**src/rtl/axi4_lite_master_if.sv**
```systemverilog
// rtl/axi4_lite_master_if.sv - AXI4-Lite bus bundle between the initiator and a slave
interface axi4_lite_master_if #(
  parameter int ADDRESS_WIDTH = 32,
  parameter int DATA_WIDTH    = 32
);
  logic [ADDRESS_WIDTH-1:0]  M_AXI_AWADDR;
  logic                      M_AXI_AWVALID;
  logic                      M_AXI_AWREADY;
  logic [DATA_WIDTH-1:0]     M_AXI_WDATA;
  logic [DATA_WIDTH/8-1:0]   M_AXI_WSTRB;
  logic                      M_AXI_WVALID;
  logic                      M_AXI_WREADY;
  logic [1:0]                M_AXI_BRESP;
  logic                      M_AXI_BVALID;
  logic                      M_AXI_BREADY;
  logic [ADDRESS_WIDTH-1:0]  M_AXI_ARADDR;
  logic                      M_AXI_ARVALID;
  logic                      M_AXI_ARREADY;
  logic [DATA_WIDTH-1:0]     M_AXI_RDATA;
  logic [1:0]                M_AXI_RRESP;
  logic                      M_AXI_RVALID;
  logic                      M_AXI_RREADY;

  modport master (
    output M_AXI_AWADDR, M_AXI_AWVALID, input M_AXI_AWREADY,
    output M_AXI_WDATA, M_AXI_WSTRB, M_AXI_WVALID, input M_AXI_WREADY,
    input  M_AXI_BRESP, M_AXI_BVALID, output M_AXI_BREADY,
    output M_AXI_ARADDR, M_AXI_ARVALID, input M_AXI_ARREADY,
    input  M_AXI_RDATA, M_AXI_RRESP, M_AXI_RVALID, output M_AXI_RREADY
  );

  modport slave (
    input  M_AXI_AWADDR, M_AXI_AWVALID, output M_AXI_AWREADY,
    input  M_AXI_WDATA, M_AXI_WSTRB, M_AXI_WVALID, output M_AXI_WREADY,
    output M_AXI_BRESP, M_AXI_BVALID, input M_AXI_BREADY,
    input  M_AXI_ARADDR, M_AXI_ARVALID, output M_AXI_ARREADY,
    output M_AXI_RDATA, M_AXI_RRESP, M_AXI_RVALID, input M_AXI_RREADY
  );
endinterface

```
**src/rtl/axi4_lite_master.sv**
```systemverilog
// rtl/axi4_lite_master.sv - single-outstanding AXI4-Lite initiator driven by a local command port
module axi4_lite_master #(
  parameter int ADDRESS_WIDTH = 32,
  parameter int DATA_WIDTH    = 32
) (
  input  logic                      ACLK,
  input  logic                      ARESETN,
  input  logic                      cmd_valid,
  output logic                      cmd_ready,
  input  logic                      cmd_write,
  input  logic [ADDRESS_WIDTH-1:0]  cmd_addr,
  input  logic [DATA_WIDTH-1:0]     cmd_wdata,
  input  logic [DATA_WIDTH/8-1:0]   cmd_wstrb,
  output logic                      rsp_valid,
  output logic [DATA_WIDTH-1:0]     rsp_rdata,
  output logic [1:0]                rsp_resp,
  axi4_lite_master_if.master        m_axi
);

  typedef enum logic [2:0] {IDLE, WRITE, WRESP, RADDR, RDATA} state_t;

  state_t state;
  logic   aw_done;
  logic   w_done;
  logic   aw_hs;
  logic   w_hs;

  assign aw_hs = m_axi.M_AXI_AWVALID && m_axi.M_AXI_AWREADY;
  assign w_hs  = m_axi.M_AXI_WVALID && m_axi.M_AXI_WREADY;

  always_ff @(posedge ACLK or negedge ARESETN) begin
    if (!ARESETN) begin
      state               <= IDLE;
      aw_done             <= 1'b0;
      w_done              <= 1'b0;
      cmd_ready           <= 1'b1;
      rsp_valid           <= 1'b0;
      rsp_rdata           <= '0;
      rsp_resp            <= '0;
      m_axi.M_AXI_AWADDR  <= '0;
      m_axi.M_AXI_AWVALID <= 1'b0;
      m_axi.M_AXI_WDATA   <= '0;
      m_axi.M_AXI_WSTRB   <= '0;
      m_axi.M_AXI_WVALID  <= 1'b0;
      m_axi.M_AXI_BREADY  <= 1'b0;
      m_axi.M_AXI_ARADDR  <= '0;
      m_axi.M_AXI_ARVALID <= 1'b0;
      m_axi.M_AXI_RREADY  <= 1'b0;
    end else begin
      rsp_valid <= 1'b0;
      case (state)
        IDLE: begin
          if (cmd_valid && cmd_ready) begin
            cmd_ready <= 1'b0;
            if (cmd_write) begin
              m_axi.M_AXI_AWADDR  <= cmd_addr;
              m_axi.M_AXI_WDATA   <= cmd_wdata;
              m_axi.M_AXI_WSTRB   <= cmd_wstrb;
              m_axi.M_AXI_AWVALID <= 1'b1;
              m_axi.M_AXI_WVALID  <= 1'b1;
              aw_done             <= 1'b0;
              w_done              <= 1'b0;
              state               <= WRITE;
            end else begin
              m_axi.M_AXI_ARADDR  <= cmd_addr;
              m_axi.M_AXI_ARVALID <= 1'b1;
              state               <= RADDR;
            end
          end
        end
        WRITE: begin
          // AW and W complete independently; B is only opened once both are done
          if (aw_hs) begin
            m_axi.M_AXI_AWVALID <= 1'b0;
            aw_done             <= 1'b1;
          end
          if (w_hs) begin
            m_axi.M_AXI_WVALID <= 1'b0;
            w_done             <= 1'b1;
          end
          if ((aw_done || aw_hs) && (w_done || w_hs)) begin
            m_axi.M_AXI_BREADY <= 1'b1;
            aw_done            <= 1'b0;
            w_done             <= 1'b0;
            state              <= WRESP;
          end
        end
        WRESP: begin
          if (m_axi.M_AXI_BVALID) begin
            m_axi.M_AXI_BREADY <= 1'b0;
            rsp_valid          <= 1'b1;
            rsp_resp           <= m_axi.M_AXI_BRESP;
            rsp_rdata          <= '0;
            cmd_ready          <= 1'b1;
            state              <= IDLE;
          end
        end
        RADDR: begin
          if (m_axi.M_AXI_ARREADY) begin
            m_axi.M_AXI_ARVALID <= 1'b0;
            m_axi.M_AXI_RREADY  <= 1'b1;
            state               <= RDATA;
          end
        end
        RDATA: begin
          if (m_axi.M_AXI_RVALID) begin
            m_axi.M_AXI_RREADY <= 1'b0;
            rsp_valid          <= 1'b1;
            rsp_resp           <= m_axi.M_AXI_RRESP;
            rsp_rdata          <= m_axi.M_AXI_RDATA;
            cmd_ready          <= 1'b1;
            state              <= IDLE;
          end
        end
        default: begin
          cmd_ready <= 1'b1;
          state     <= IDLE;
        end
      endcase
    end
  end

endmodule

```
**src/flat_wrapper.sv**
```systemverilog
// flat-port wrapper written by rule: the top's interface ports become plain ports
module axi4_lite_master_flat 
#(
  parameter int ADDRESS_WIDTH = 32,
  parameter int DATA_WIDTH    = 32
)
  (ACLK, ARESETN, cmd_valid, cmd_ready, cmd_write, cmd_addr, cmd_wdata, cmd_wstrb, rsp_valid, rsp_rdata, rsp_resp, m_axi_M_AXI_AWADDR, m_axi_M_AXI_AWVALID, m_axi_M_AXI_AWREADY, m_axi_M_AXI_WDATA, m_axi_M_AXI_WSTRB, m_axi_M_AXI_WVALID, m_axi_M_AXI_WREADY, m_axi_M_AXI_BRESP, m_axi_M_AXI_BVALID, m_axi_M_AXI_BREADY, m_axi_M_AXI_ARADDR, m_axi_M_AXI_ARVALID, m_axi_M_AXI_ARREADY, m_axi_M_AXI_RDATA, m_axi_M_AXI_RRESP, m_axi_M_AXI_RVALID, m_axi_M_AXI_RREADY);
  axi4_lite_master_if #(.ADDRESS_WIDTH(ADDRESS_WIDTH), .DATA_WIDTH(DATA_WIDTH)) m_axi_i ();
  input  logic ACLK;
  input  logic ARESETN;
  input  logic cmd_valid;
  output logic cmd_ready;
  input  logic cmd_write;
  input  logic [ADDRESS_WIDTH-1:0] cmd_addr;
  input  logic [DATA_WIDTH-1:0] cmd_wdata;
  input  logic [DATA_WIDTH/8-1:0] cmd_wstrb;
  output logic rsp_valid;
  output logic [DATA_WIDTH-1:0] rsp_rdata;
  output logic [1:0] rsp_resp;
  output wire logic [$bits(m_axi_i.M_AXI_AWADDR)-1:0] m_axi_M_AXI_AWADDR;
  output wire logic [$bits(m_axi_i.M_AXI_AWVALID)-1:0] m_axi_M_AXI_AWVALID;
  input wire logic [$bits(m_axi_i.M_AXI_AWREADY)-1:0] m_axi_M_AXI_AWREADY;
  output wire logic [$bits(m_axi_i.M_AXI_WDATA)-1:0] m_axi_M_AXI_WDATA;
  output wire logic [$bits(m_axi_i.M_AXI_WSTRB)-1:0] m_axi_M_AXI_WSTRB;
  output wire logic [$bits(m_axi_i.M_AXI_WVALID)-1:0] m_axi_M_AXI_WVALID;
  input wire logic [$bits(m_axi_i.M_AXI_WREADY)-1:0] m_axi_M_AXI_WREADY;
  input wire logic [$bits(m_axi_i.M_AXI_BRESP)-1:0] m_axi_M_AXI_BRESP;
  input wire logic [$bits(m_axi_i.M_AXI_BVALID)-1:0] m_axi_M_AXI_BVALID;
  output wire logic [$bits(m_axi_i.M_AXI_BREADY)-1:0] m_axi_M_AXI_BREADY;
  output wire logic [$bits(m_axi_i.M_AXI_ARADDR)-1:0] m_axi_M_AXI_ARADDR;
  output wire logic [$bits(m_axi_i.M_AXI_ARVALID)-1:0] m_axi_M_AXI_ARVALID;
  input wire logic [$bits(m_axi_i.M_AXI_ARREADY)-1:0] m_axi_M_AXI_ARREADY;
  input wire logic [$bits(m_axi_i.M_AXI_RDATA)-1:0] m_axi_M_AXI_RDATA;
  input wire logic [$bits(m_axi_i.M_AXI_RRESP)-1:0] m_axi_M_AXI_RRESP;
  input wire logic [$bits(m_axi_i.M_AXI_RVALID)-1:0] m_axi_M_AXI_RVALID;
  output wire logic [$bits(m_axi_i.M_AXI_RREADY)-1:0] m_axi_M_AXI_RREADY;
  assign m_axi_M_AXI_AWADDR = m_axi_i.M_AXI_AWADDR;
  assign m_axi_M_AXI_AWVALID = m_axi_i.M_AXI_AWVALID;
  assign m_axi_i.M_AXI_AWREADY = m_axi_M_AXI_AWREADY;
  assign m_axi_M_AXI_WDATA = m_axi_i.M_AXI_WDATA;
  assign m_axi_M_AXI_WSTRB = m_axi_i.M_AXI_WSTRB;
  assign m_axi_M_AXI_WVALID = m_axi_i.M_AXI_WVALID;
  assign m_axi_i.M_AXI_WREADY = m_axi_M_AXI_WREADY;
  assign m_axi_i.M_AXI_BRESP = m_axi_M_AXI_BRESP;
  assign m_axi_i.M_AXI_BVALID = m_axi_M_AXI_BVALID;
  assign m_axi_M_AXI_BREADY = m_axi_i.M_AXI_BREADY;
  assign m_axi_M_AXI_ARADDR = m_axi_i.M_AXI_ARADDR;
  assign m_axi_M_AXI_ARVALID = m_axi_i.M_AXI_ARVALID;
  assign m_axi_i.M_AXI_ARREADY = m_axi_M_AXI_ARREADY;
  assign m_axi_i.M_AXI_RDATA = m_axi_M_AXI_RDATA;
  assign m_axi_i.M_AXI_RRESP = m_axi_M_AXI_RRESP;
  assign m_axi_i.M_AXI_RVALID = m_axi_M_AXI_RVALID;
  assign m_axi_M_AXI_RREADY = m_axi_i.M_AXI_RREADY;
  axi4_lite_master #(.ADDRESS_WIDTH(ADDRESS_WIDTH), .DATA_WIDTH(DATA_WIDTH)) u_core (.ACLK(ACLK), .ARESETN(ARESETN), .cmd_valid(cmd_valid), .cmd_ready(cmd_ready), .cmd_write(cmd_write), .cmd_addr(cmd_addr), .cmd_wdata(cmd_wdata), .cmd_wstrb(cmd_wstrb), .rsp_valid(rsp_valid), .rsp_rdata(rsp_rdata), .rsp_resp(rsp_resp), .m_axi(m_axi_i));
endmodule
```
**config.mk**
```make
export PLATFORM = sky130hd
export DESIGN_NAME = axi4_lite_master_flat
export DESIGN_NICKNAME = d
export VERILOG_FILES = /design/src/rtl/axi4_lite_master_if.sv /design/src/rtl/axi4_lite_master.sv /design/src/flat_wrapper.sv
export SDC_FILE = /design/constraint.sdc
export NUM_CORES = 1
export LEC_CHECK = 0
export ABC_AREA = 1
export CORE_ASPECT_RATIO = 1.4
export CORE_MARGIN = 2
export CORE_UTILIZATION = 39
export CTS_BUF_LIST = sky130_fd_sc_hd__clkbuf_4
export CTS_CLUSTER_DIAMETER = 40
export CTS_CLUSTER_SIZE = 40
export DETAILED_ROUTE_END_ITERATION = 7
export PLACE_DENSITY = 0.78
export SETUP_SLACK_MARGIN = 0.02
export SLEW_MARGIN = 40
export SYNTH_ARGS = -nofsm -noshare
export SYNTH_HDL_FRONTEND = slang
export SYNTH_SLANG_ARGS = --single-unit
```
**constraint.sdc**
```tcl
create_clock -name ACLK -period 1.4 [get_ports ACLK]
set_input_delay 0.35 -clock ACLK [delete_from_list [all_inputs] [get_ports ACLK]]
set_output_delay 0.35 -clock ACLK [all_outputs]
set_load 0.01 [all_outputs]
```
Word level (Yosys, flattened, before mapping)
Index checks and enable logic that the tools add are counted.
W data, S select, Z words.
{ "word_totals": {"mem_bits_ro": 0, "latch_bits": 0, "inputBits": 113, "reg_bits": 146, "word_cells": 102, "mem_bits_rw": 0, "memories": 0} }
{ "op_classes": {"n_mul": 0, "n_reduce_logical": 25, "magnitude_cmp": 0, "mux": 44, "n_bitwise": 2, "shift": 0, "n_eq_ne": 15, "add_sub_neg": 0, "div": 0} }
{ "ops": {"columns": ["operator", "count"], "rows": [
  ["$mux W32", 2],
  ["$pmux W32 S2", 1],
  ["$reduce_and A4 Y1", 6],
  ["$mux W1", 22],
  ["$pmux W1 S2", 8],
  ["$mux W3", 5],
  ["$pmux W3 S5", 1],
  ["$reduce_and A3 Y1", 5],
  ["$ne A2 B2 Y1 const B", 5],
  ["$reduce_bool A2 Y1", 5],
  ["$ne A2 B1 Y1 const B", 4],
  ["$eq A3 B2 Y1 const B", 2],
  ["$mux W2", 3],
  ["$ne A3 B1 Y1 const B", 2],
  ["$reduce_and A5 Y1", 1],
  ["$logic_and A1 B1 Y1", 4],
  ["$pmux W1 S4", 1],
  ["$pmux W2 S2", 1],
  ["$eq A3 B1 Y1 const B", 1],
  ["$eq A3 B3 Y1 const B", 1],
  ["$logic_not A3 Y1", 1],
  ["$logic_or A1 B1 Y1", 2],
  ["$not A1 Y1", 2],
  ["$reduce_or A2 Y1", 1]
]} }

Depth between registers and ports, before layout
Gate-level depths: netlist of run 1.
{ "logic_depth": {"ltp_word": 5, "ltp_mapped": 8, "mapped_depth_nobuf": 8} }

Worst setup path before layout of run 1
OpenSTA, ideal clock, no wires.
{ "synth_path": {"path_kind": "flip-flop to flip-flop", "start": "register u_core.cmd_ready", "end": "register u_core.m_axi.M_AXI_AWADDR[0]", "path_buffers": 2, "period_less_slack_ns": 1.346, "t_arrival_ns": 1.215, "setup_ns": 0.131, "setup_slack_ns": 0.054, "stages_incl_launch_ff": 8, "cell_sequence": "dfstp_2 -> nand2_1 -> inv_1 -> nand3_2 -> buf_4 -> buf_4 -> nand2_1 -> o21ai_0"} }
{ "synth_via": {"elab_chain_cells": 2} }
{ "synth_rtl": {"columns": ["element", "line_no", "text"], "rows": [
  ["from (decl)", "axi4_lite_master.sv:9", "output logic cmd_ready,"],
  ["from (signal assigned)", "axi4_lite_master.sv:36", "cmd_ready <= 1'b1;"],
  ["from (signal assigned)", "axi4_lite_master.sv:54", "cmd_ready <= 1'b0;"],
  ["from (signal assigned)", "axi4_lite_master.sv:94", "cmd_ready <= 1'b1;"],
  ["$logic_and A1 B1 Y1", "axi4_lite_master.sv:53", "if (cmd_valid && cmd_ready) begin"],
  ["$reduce_and A3 Y1 (no line)", null, null],
  ["to (signal assigned)", "axi4_lite_master.sv:56", "m_axi.M_AXI_AWADDR <= cmd_addr;"],
  ["to (decl)", "axi4_lite_master_if.sv:25", "output M_AXI_AWADDR, M_AXI_AWVALID, input M_AXI_AWREADY,"]
]} }
Every way passes these cells.
A chain may end at the register's enable or synchronous reset.

Worst setup path after layout of run 1
{ "layout_path": {"start": "register u_core.state[0]", "end": "register u_core.m_axi.M_AXI_ARADDR[31]"} }
{ "layout_via": {"elab_chain_cells": 2} }
{ "layout_rtl": {"columns": ["element", "line_no", "text"], "rows": [
  ["from (decl)", "axi4_lite_master.sv:22", "state_t state;"],
  ["from (signal assigned)", "axi4_lite_master.sv:33", "state <= IDLE;"],
  ["from (signal assigned)", "axi4_lite_master.sv:63", "state <= WRITE;"],
  ["from (signal assigned)", "axi4_lite_master.sv:67", "state <= RADDR;"],
  ["$logic_not A3 Y1", "axi4_lite_master.sv:51", "case (state)"],
  ["$reduce_and A3 Y1 (no line)", null, null],
  ["to (signal assigned)", "axi4_lite_master.sv:65", "m_axi.M_AXI_ARADDR <= cmd_addr;"],
  ["to (decl)", "axi4_lite_master_if.sv:28", "output M_AXI_ARADDR, M_AXI_ARVALID, input M_AXI_ARREADY,"]
]} }
Every way passes these cells.

==> run_results.csv, run 1 <==
group,metric,value,unit
power_and_ir_drop,finalPower,0.0214,W
synth,synth.yosys.warnings,0,
timing,relSlewSlack,73.5,%
worst_setup_path,path_depth,8,
final_layout,register_area,3650,sq um
min_path,holdCritPathClass,"input pin to async pin",
worst_setup_path,critical_path_class,"flop to flop",
worst_setup_path,rr_endpoint,"u_core.m_axi.M_AXI_ARADDR[31]",
final_layout,fin_area,11300,sq um
placed_design,dp_hpwl,12100,um
timing,skew,25.3,ps
worst_setup_path,worst_ep_arrival_time,2090,ps
synth,netlist_instances,632,
floorplanning,initial_core_util,40.1,%
synth,yosysSeqAreaShare,62.5,%
run_status,violations,"setup timing",
placed_design,gp_congestion,0.822,
final_layout,area_growth,92.6,%
clock_network,cts_max_level,4,
final_layout,final_cell_mix,"dfrtp_1 (145), nand2_1 (119), clkdlybuf4s50_1 (111), buf_4 (101)",
worst_setup_path,crit_path_end,"u_core.m_axi.M_AXI_ARADDR[31]",
clock_network,clkSinkCount,146,
synth,ys_types,26,
timing,tightest_slew,396,ps
synth,ys_ff_latch,146,
floorplanning,row_count,52,
floorplanning,die_y,149,um
power_and_ir_drop,p_per_area,1900,nW/um^2
route,vias,6423,
worst_setup_path,cpMostUsedCell,"nor2_4",
floorplanning,dieArea,16000,sq um
worst_setup_path,reg2reg_from,"u_core.state[0]",
placed_design,postPlaceCellArea,8880,sq um
worst_setup_path,cp-end-kind,"flop",
route,viasPerCell,5.13,
timing,rsz0062_at_grt,"yes",
timing,fmax,0.605,GHz
timing,timing.final.crit_share,118,%
flow_run,max_cap_viol_count,0,
route,routed_wl,25600,um
worst_setup_path,cpPeakStageDelay,430,ps
timing,slew_viol_final,0,
worst_setup_path,ff2ff_path_depth,8,
final_layout,fillCellCount,844,
synth,syn_nets,745,
worst_setup_path,required,1840,ps
final_layout,multi_input_comb_area,2410,sq um
final_layout,postLayoutCoreUtil,77.2,%
worst_setup_path,critPathLaunchType,"flop",
global_route,grt_pass1_vias,5931,
route,postRouteAntennaNets,0,
worst_setup_path,path_cells,"nor2_4, nand2_4, buf_6, nor2_4, nand2_8, clkbuf_16, nand2_1, o21ai_1",
placed_design,placement.io_buffers,253,
route,drcViolationCount,0,
route,first_iter_violations,373,
power_and_ir_drop,p_leak,5.88,nW
synth,synth_area,5850,sq um
worst_setup_path,critPathMaxFanout,8,
timing,timing.final.ws_setup,-253,ps
global_route,grt-ovfl-total,0,
floorplanning,coreArea,14600,sq um
global_route,grt_max_degree,45,
floorplanning,die_width,107,um
clock_network,cts_root_buffer,"clkbuf_4",
worst_setup_path,crit_buf_inv,2,
timing,period_needed,1650,ps
timing,finalSetupTns,-25660,ps
worst_setup_path,slowest_stage,"dfrtp_1",
power_and_ir_drop,ir_drop,0.00114,V
clock_network,cts_tree,"built",
clock_network,clk_latency,550,ps
run_status,status,"finished with violations",
timing,finalSetupViolCount,282,
final_layout,layout_commonest_cell,"dfrtp_1",
clock_network,cts.clk_slew.worst_paths,140,ps
final_layout,drive_gt1_share,47.2,%
route,dr.pass1.iters,4,
timing,hold_violations,0,
final_layout,nets,1160,
clock_network,cts_inserted_buffers,17,
global_route,grt_pass1_wl,29900,um
synth,avgSynthCellArea,9.25,sq um
floorplanning,io_pins,254,
worst_setup_path,crit_family,"simple AND/OR/NAND/NOR gates",
worst_setup_path,cp-startpoint,"u_core.state[0]",
clock_network,cts_buffer_depth,2,
global_route,grt_usage,24.5,%
global_route,antenna_found_initial,2,
route,avgRoutedWirePerCell,20.4,um
worst_setup_path,rrSetupSlack,-250,ps
[power by group]
part	total, W	leakage, nW	switching, W	internal [W]
combinational	0.0114	3.85	0.00535	0.00606
sequential	0.00703	1.87	0.00118	0.00585
clock	0.00299	0.158	0.00170	0.00129
total	0.0214	5.88	0.00824	0.0132
[cells in the mapped netlist, drive strengths merged]
cell | count | area share (%)
a21boi | 1 | 0.13
clkbuf | 3 | 0.19
a21oi | 2 | 0.17
dfrtp | 145 | 62
o31ai | 1 | 0.13
nor2 | 7 | 0.94
o21ai | 105 | 9.0
dfstp | 1 | 0.45
o211ai | 1 | 0.13
nand2 | 174 | 12
nand3 | 75 | 6.6
nand4 | 1 | 0.11
inv | 84 | 5.4
nand3b | 2 | 0.26
buf | 30 | 2.9
[state kept, by name (all words and copies together), names as in the netlist, 2 cells and up]
signal and count:
u_core.rsp_resp 2, u_core.m_axi.M_AXI_AWADDR 32, u_core.m_axi.M_AXI_WSTRB 4, u_core.rsp_rdata 32
u_core.m_axi.M_AXI_ARADDR 32, u_core.m_axi.M_AXI_WDATA 32, u_core.state 3
[through the flow]
| step | setup slack (ps) | instances | hold slack (ps) |
|---|---|---|---|
| floorplan | 53.8 | 632 | 54.4 |
| global placement | -257 | 1080 | 276 |
| detailed placement | -284 | 1080 | 283 |
| CTS | -208 | 1193 | 243 |
| global route | -305 | 1250 | 248 |
| finish | -253 | 1251 | 275 |
[layout make-up]
cell class	count	area share [%]
diodes	2	0.0445
clock buffers	18	1.20
clock inverters	14	1.58
inverters	84	2.89
multi-input cells	371	21.4
flip-flops and latches	146	32.5
well taps	189	2.10
repair buffers	427	38.3
[repair_timing]
item                                    4_1_cts  5_1_grt
setup buffers                                67       51
pin swaps                                    29       43
hold buffers                                  1        0
gates resized for setup                     669      209
endpoints found under the setup margin      256      285
gates cloned                                 13       20
endpoints found under the hold margin        67        0
[metal layers]
layer	global-route usage [%]	vias up	wire length (um)
met5	0	-	0
met4	11.6	0	1670
met3	8.56	116	2270
met2	43.8	367	13200
met1	25.4	3089	8410
li1	-	2851	-
[cells by family (layout without fill, tap and decap cells)]
logic type	after synthesis	count (layout)	share of synthesized area [%]
AOI/OAI and AO/OA	110	110	9.55
buffers and inverters	117	543	8.52
DFF	146	146	62.5
other	0	2	0
and+or+nand+nor	259	261	19.4
[worst min-delay path by stage]
stage | startpoint | slack, ps | endpoint
6_report | ARESETN | 280 | u_core.rsp_rdata[26]
5_1_grt | ARESETN | 250 | u_core.m_axi.M_AXI_WDATA[27]
4_1_cts | ARESETN | 240 | u_core.m_axi.M_AXI_ARADDR[9]
3_5_place_dp | ARESETN | 280 | u_core.m_axi.M_AXI_ARADDR[9]
3_3_place_gp | ARESETN | 280 | u_core.rsp_rdata[26]
2_1_floorplan | ARESETN | 50 | u_core.aw_done
Power figures use the tool's default switching activity.
==> run 2: changes to the inputs <==
--- a/config.mk
+++ b/config.mk
@@ -6,6 +6,7 @@
 export NUM_CORES = 1
 export LEC_CHECK = 0
 export ABC_AREA = 1
+export ABC_CLOCK_PERIOD_IN_PS = 1400
 export CORE_ASPECT_RATIO = 1.4
 export CORE_MARGIN = 2
 export CORE_UTILIZATION = 39
==> results of run 2 <==
Final layout, timing and power as in run 1 (identical DEF).
